===== src/rtl/pipe_ctl.sv =====
// Pipeline hazard control for a five-stage Y86-style core: stall/bubble generation,
// a RUN/STOP status machine and saturating performance counters.
module pipe_ctl #(
  parameter int unsigned CNT_W = 32
) (
  input  logic             clk,
  input  logic             rst,
  input  logic [3:0]       D_icode,
  input  logic [3:0]       E_icode,
  input  logic [3:0]       M_icode,
  input  logic [3:0]       W_icode,
  input  logic [3:0]       d_srcA,
  input  logic [3:0]       d_srcB,
  input  logic [3:0]       E_dstM,
  input  logic             e_cnd,
  input  logic [3:0]       m_stat,
  input  logic [3:0]       W_stat,
  output logic             F_stall,
  output logic             D_stall,
  output logic             W_stall,
  output logic             D_bubble,
  output logic             E_bubble,
  output logic             M_bubble,
  output logic [3:0]       cpu_stat,
  output logic             halted,
  output logic [CNT_W-1:0] cyc_cnt,
  output logic [CNT_W-1:0] ret_cnt,
  output logic [CNT_W-1:0] stall_cnt,
  output logic [CNT_W-1:0] misp_cnt
);

  localparam logic [3:0] INop    = 4'h1;
  localparam logic [3:0] IMrmovq = 4'h5;
  localparam logic [3:0] IJxx    = 4'h7;
  localparam logic [3:0] IRet    = 4'h9;
  localparam logic [3:0] IPopq   = 4'hB;
  localparam logic [3:0] RNone   = 4'hF;
  localparam logic [3:0] SAok    = 4'h1;
  localparam logic [3:0] SHlt    = 4'h2;
  localparam logic [3:0] SAdr    = 4'h3;
  localparam logic [3:0] SIns    = 4'h4;

  typedef enum logic [0:0] {StRun, StStop} state_e;

  state_e           state_q, state_d;
  logic [3:0]       cpu_stat_q, cpu_stat_d;
  logic             halted_q, halted_d;
  logic [CNT_W-1:0] cyc_q, cyc_d;
  logic [CNT_W-1:0] ret_q, ret_d;
  logic [CNT_W-1:0] stall_q, stall_d;
  logic [CNT_W-1:0] misp_q, misp_d;

  logic load_use, ret_haz, mispredict, exc_m, exc_w, retire;

  function automatic logic [CNT_W-1:0] sat_inc(input logic [CNT_W-1:0] v, input logic en);
    logic [CNT_W-1:0] r;
    r = v;
    if (en && (v != '1)) r = v + CNT_W'(1);
    return r;
  endfunction

  // Hazard detection
  always_comb begin
    load_use   = ((E_icode == IMrmovq) || (E_icode == IPopq)) && (E_dstM != RNone) &&
                 ((E_dstM == d_srcA) || (E_dstM == d_srcB));
    ret_haz    = (D_icode == IRet) || (E_icode == IRet) || (M_icode == IRet);
    mispredict = (E_icode == IJxx) && !e_cnd;
    exc_m      = (m_stat == SHlt) || (m_stat == SAdr) || (m_stat == SIns);
    exc_w      = (W_stat == SHlt) || (W_stat == SAdr) || (W_stat == SIns);
    retire     = (W_stat == SAok) && (W_icode != INop);
  end

  // Control outputs; reset flush overrides everything, STOP overrides hazards.
  always_comb begin
    F_stall  = load_use | ret_haz;
    D_stall  = load_use;
    // load_use keeps the decode register held, so it must not also be bubbled
    D_bubble = (mispredict | ret_haz) & ~load_use;
    E_bubble = mispredict | load_use;
    M_bubble = exc_m | exc_w;
    W_stall  = exc_w;
    unique case (state_q)
      StStop: begin
        F_stall  = 1'b1;
        D_stall  = 1'b1;
        W_stall  = 1'b1;
        D_bubble = 1'b0;
        E_bubble = 1'b1;
        M_bubble = 1'b1;
      end
      default: ;
    endcase
    if (rst) begin
      F_stall  = 1'b0;
      D_stall  = 1'b0;
      W_stall  = 1'b0;
      D_bubble = 1'b1;
      E_bubble = 1'b1;
      M_bubble = 1'b1;
    end
  end

  // Next state, status and counters
  always_comb begin
    state_d    = state_q;
    cpu_stat_d = cpu_stat_q;
    halted_d   = halted_q;
    cyc_d      = cyc_q;
    ret_d      = ret_q;
    stall_d    = stall_q;
    misp_d     = misp_q;
    unique case (state_q)
      StRun: begin
        cyc_d   = sat_inc(cyc_q, 1'b1);
        ret_d   = sat_inc(ret_q, retire);
        stall_d = sat_inc(stall_q, load_use);
        misp_d  = sat_inc(misp_q, mispredict);
        if (exc_w) begin
          state_d    = StStop;
          cpu_stat_d = W_stat;
          halted_d   = 1'b1;
        end
      end
      StStop: ;
      default: state_d = StRun;
    endcase
  end

  always_ff @(posedge clk) begin
    if (rst) begin
      state_q    <= StRun;
      cpu_stat_q <= SAok;
      halted_q   <= 1'b0;
      cyc_q      <= '0;
      ret_q      <= '0;
      stall_q    <= '0;
      misp_q     <= '0;
    end else begin
      state_q    <= state_d;
      cpu_stat_q <= cpu_stat_d;
      halted_q   <= halted_d;
      cyc_q      <= cyc_d;
      ret_q      <= ret_d;
      stall_q    <= stall_d;
      misp_q     <= misp_d;
    end
  end

  assign cpu_stat  = cpu_stat_q;
  assign halted    = halted_q;
  assign cyc_cnt   = cyc_q;
  assign ret_cnt   = ret_q;
  assign stall_cnt = stall_q;
  assign misp_cnt  = misp_q;

endmodule


===== config.mk =====
export PLATFORM = sky130hd
export DESIGN_NAME = pipe_ctl
export DESIGN_NICKNAME = d
export VERILOG_FILES = /design/src/rtl/pipe_ctl.sv
export SDC_FILE = /design/constraint.sdc
export NUM_CORES = 1
export LEC_CHECK = 0
export ABC_CLOCK_PERIOD_IN_PS = 4200
export CAP_MARGIN = 20
export CELL_PAD_IN_SITES_DETAIL_PLACEMENT = 1
export CELL_PAD_IN_SITES_GLOBAL_PLACEMENT = 2
export CORE_ASPECT_RATIO = 1.4
export CORE_MARGIN = 2
export CORE_UTILIZATION = 29
export CTS_CLUSTER_SIZE = 8
export DETAILED_ROUTE_END_ITERATION = 7
export GPL_ROUTABILITY_DRIVEN = 0
export HOLD_SLACK_MARGIN = 0.08
export PLACE_DENSITY_LB_ADDON = 0.1
export SLEW_MARGIN = 25
export SYNTH_ARGS = -nofsm -noshare
export SYNTH_HDL_FRONTEND = slang
export SYNTH_SLANG_ARGS = --single-unit

===== constraint.sdc =====
create_clock -name clk -period 4.2 [get_ports clk]
set_input_delay 1.26 -clock clk [delete_from_list [all_inputs] [get_ports clk]]
set_output_delay 1.26 -clock clk [all_outputs]
set_load 0.01 [all_outputs]

Word level (Yosys, flattened, before mapping). Cells that the tools add are included.

$add $sub $neg: 4. Equal/unequal tests: 21. Multiplexer cells: 14. Bitwise logic cells: 7. Reductions and logical operators: 21.

Operator list (number): adder 32 x 1 -> 32 bit, second input constant (4); != test 32 bit, second input constant (4); equality test 4 x 2 -> 1 bit, second input constant (4); equality test 4 x 3 -> 1 bit, second input constant (4); equality test 4 bit, second input constant (4); two-way mux 1 bit (14); AND reduction 2 bit (5); equality test 4 bit (2); logical OR 1 bit (8); logical AND 1 bit (7); equality test 4 x 1 -> 1 bit, second input constant (1); != test 4 x 1 -> 1 bit, second input constant (1); != test 4 bit, second input constant (1); OR 1 bit (4); NOT 1 bit (2); AND 1 bit (1); logical NOT 1 bit (1).

Register bits after elaboration: 134. Output and inout port bits: 139. Logic and storage cells: 74.

Depth between registers and ports, before layout.
Word-level depth: 8. Mapped depth: 8. Mapped depth without buffers: 6.

Least setup slack after synthesis. Ideal clock, no wire load.

Path type: input -> output. Start point: in E_icode[1]. End point: out D_bubble. Data arrival time: 2851 ps. Required time: 2940 ps. Path slack: 89 ps. Cell stages on the path: 7. Path buffers: 2. Cell sequence: and3b_1 > o211a_1 > o21ai_1 > clkbuf_1 > clkbuf_1 > a21oi_1 > a21oi_1.

Longest elaborated chain between the ends: 8.

RTL lines: from (decl) (RTL line 9) `input logic [3:0] E_icode,`; equality test 4 x 3 -> 1 bit / equality test 4 bit (equally long branches) (RTL line 64) `load_use = ((E_icode == IMrmovq) || (E_icode == IPopq)) && (E_dstM != RNone) &&`; logical OR 1 bit (RTL line 64); logical AND 1 bit (2 in series) (RTL line 64); NOT 1 bit (RTL line 78) `D_bubble = (mispredict | ret_haz) & ~load_use;`; AND 1 bit (*) (RTL line 78); two-way mux 1 bit (*) (RTL line 82) `unique case (state_q)`; two-way mux 1 bit (*) (RTL line 93) `if (rst) begin`; to (decl) (RTL line 21) `output logic D_bubble,`.

Every way passes the cells marked *; elsewhere a longest branch is shown, timed or not.

Worst setup path in the final report.
Start point: in d_srcA[0]. End point: out D_bubble.

Longest elaborated chain between the ends: 7.

RTL lines: from (decl) (RTL line 12) `input logic [3:0] d_srcA,`; equality test 4 bit (RTL line 65) `((E_dstM == d_srcA) || (E_dstM == d_srcB));`; logical OR 1 bit (RTL line 65); logical AND 1 bit (RTL line 64); NOT 1 bit (RTL line 78); AND 1 bit (RTL line 78); two-way mux 1 bit (RTL line 82); two-way mux 1 bit (RTL line 93).

Every way passes these cells.

==> impl_metrics.ini <==
[run_status]
status = completed

[logic_synthesis]
ys_seq_area_share_pct = 37.45
synth_enable_flop_cells = 0
syn-num-nets = 922
synth.ff_latch_count = 134
synth_cell_types = 55
synthFlopType = dfxtp_1
ys_warn_count = 0
synthesis.area_mm2 = 0.007163
syn_area_per_cell_um2 = 8.149
async_reset_ff_share_pct = 0
synthCells = 879

[global_routing]
gr-total-overflow = 0
grt_antenna_before_repair = 0
grt_pass1_vias = 7358
gr-usage-all-layers_pct = 17.99
grt_max_degree = 59
grt_pass1_wl_mm = 37.61

[cells_and_area]
layout-drive-gt1-share_pct = 10.86
design_area_mm2 = 0.009971
final_cells = 1383
final_net_count = 1098
layout_common_cells = clkdlybuf4s50_1 (166), dfxtp_1 (134), a21oi_1 (85)
layout_commonest_cell = clkdlybuf4s50_1
area_growth_pct = 39.20
n_antenna_cell = 0

[drt]
drc = 0
post_drt_wl_per_cell_um = 16.85
vias = 7444
drt_iter0_markers = 280
dr.pass1.iters = 4
viasPerCell = 5.383
ant_nets = 0
routed_wl_mm = 23.31

[worst_setup_path]
reg2reg_from = ret_cnt[5]
r2r_slack_ps = 1450
critPathLaunch = d_srcA[0]
worstSetupEndpointType = output pin
critPathSlowestCell = clkdlybuf4s50_1
cp-start-kind = primary input
rr_worst_depth = 5
worstPathMaxFanout = 4
cp_cell_sequence = clkdlybuf4s50_1 > xor2_1 > nor4_2 > buf_4 > o21ai_4 > a21oi_2 > a21oi_1 > clkdlybuf4s15_1
cp.required_ps = 2940
cp.arrival_ps = 2830
path_buf_inv = 3
crit_type = primary input to output pin
worstReg2RegEnd = ret_cnt[30]
slowest_delay_ps = 480
cp_top_family = buffers and inverters

[place]
place_area_mm2 = 0.009355
pre_cts_ws_ps = -332.9
port-buffer-count = 177
dpl.cell_count = 1350
hpwl_mm = 16.90

[timing]
setup_slack_ps = 114.1
setup_violations = 0
worst_slew_pin_slew_ps = 819.5
skew_ps = 9.801
relSlewSlack_pct = 44.91
fmax_mhz = 244.7
drv_slew = 0
finalCritPeriodShare_pct = 97.28
period_needed_ps = 4086
rsz0062_at_grt = false
hold_violations = 0

[floorplanning]
io_pins = 178
dieWidth_um = 136.8
die_area_mm2 = 0.02599
core-area_mm2 = 0.02450
start_util_pct = 29.23
die_h_um = 190.0
rows = 68

[power_and_ir_drop]
p_clk_share_pct = 51.6
total_power_uw = 3017
powerDensity_mw_per_mm2 = 302.6
seqPwrFrac_pct = 42.6
netSwitchingFraction_pct = 23.40
switchingPower_uw = 705.9
cellLeakagePower_uw = 0.003162
intPower_uw = 2311
irDropWorstVdd_v = 0.0002789
p_comb_share_pct = 5.7

[cts]
clkLatencyLatePin_ps = 430
clk_pin_slew_ps = 60
cts.sinks = 134
hold_buffers = 0
cts_inserted_buffers = 17
clock_path_buffers = 2
cts_root_buffer = clkbuf_16
htreeDepth = 4
tritoncts = built

[hold_path]
worstHoldEndpoint = cpu_stat[3]
hold_start = cpu_stat[3]
min_path_cells = 1
hp-class = register to register

[job]
maxCapViolCount = 0
==> cell usage after synthesis (2+ instances only) <==
cell type	count	share of area, %
and2_1	5	0.44
nor4_1	25	2.2
or4_1	44	4.6
nor4bb_1	4	0.56
buf_6	2	0.31
a21oi_1	86	6.0
mux2i_1	5	0.70
xor2_1	11	1.3
o2111ai_1	3	0.37
ha_1	4	0.70
nand3_1	46	3.2
o21ai_0	44	3.1
nand4_1	35	3.1
mux2_2	31	4.9
and3_1	15	1.3
o211ai_1	2	0.21
inv_1	21	1.1
or4_4	3	0.47
nand2_1	50	2.6
nand2b_1	5	0.44
nor2_1	70	3.7
buf_2	5	0.35
or3_1	44	3.8
and4_1	14	1.7
dfxtp_1	134	37
o31ai_1	42	4.4
a31oi_1	3	0.26
nor2b_1	27	2.4
xnor2_1	4	0.49
nor3b_1	3	0.31
nor3_1	19	1.3
a211oi_1	3	0.31
o31a_1	2	0.24
clkbuf_1	42	2.2
nor4b_1	5	0.61
and3b_1	2	0.24
==> metal layers <==
metal	global-route usage, %	wire length [um]	vias up
li1	-	-	3661
met1	20.90	10050	3645
met2	32.40	11940	120
met3	4.370	1039	18
met4	5.115	274	0
met5	0	0	-
==> how the worst max path moves through the flow <==
stage / end / slack [ps] / cells past startpoint
after floorplan: D_bubble / 90 / 7
after global placement: D_stall / -300 / 7
after detailed placement: D_stall / -330 / 7
after CTS: D_bubble / 20 / 8
after global routing: D_bubble / 20 / 8
final: D_bubble / 110 / 8
==> stage by stage <==
step | util (%) | hold slack, ps | TNS [ps]
floorplan | - | 501.6 | 0
global placement | 38.18 | 449.6 | -1550
detailed placement | 38.18 | 467.8 | -1581
CTS | 40.63 | 481.2 | 0
global route | 40.69 | 493.4 | 0
finish | 40.69 | 473.1 | 0
==> sequential cells by signal, summed over array words and instances (netlist names) <==
signal     flops
cyc_cnt       32
misp_cnt      32
ret_cnt       32
stall_cnt     32
cpu_stat       4
halted         1
state_q        1
==> cells by family (layout without fill, tap and decap cells) <==
family	Yosys count	after routing	synth area share (%)
compound gates	193	193	16.12
xor+xnor	15	15	1.834
fa+ha+maj	4	4	0.6987
buf+inv	72	261	4.122
flops	134	134	37.45
mux	36	36	5.572
simple gates	425	425	34.20
==> repair_timing <==
item / in CTS / in global routing
pin swaps: 2 / 2
hold endpoints to repair: 0 / 0
setup buffers: 1 / 0
setup endpoints to repair: 6 / 5
gates resized for setup: 10 / 9
==> cell type report <==
class                      instances  area [um2]
clock buffer                      20       446.7
clock inverter                    12       152.6
fill                            2921       14530
inverter                          21       78.83
multi-input combinational        673        4229
sequential                       134        2683
tap                              315       394.1
timing repair buffer             208        1987
==> power groups by stage <==
| stage | combinational [uW] | clock [uW] | sequential [uW] |
|---|---|---|---|
| 2_1_floorplan | 74.3 | 0 | 1320 |
| 3_3_place_gp | 175 | 0 | 1320 |
| 3_5_place_dp | 177 | 0 | 1320 |
| 4_1_cts | 174 | 1610 | 1290 |
| 5_1_grt | 191 | 1660 | 1290 |
| 6_report | 172 | 1560 | 1290 |
No activity file was read; power rests on OpenSTA's default activity.
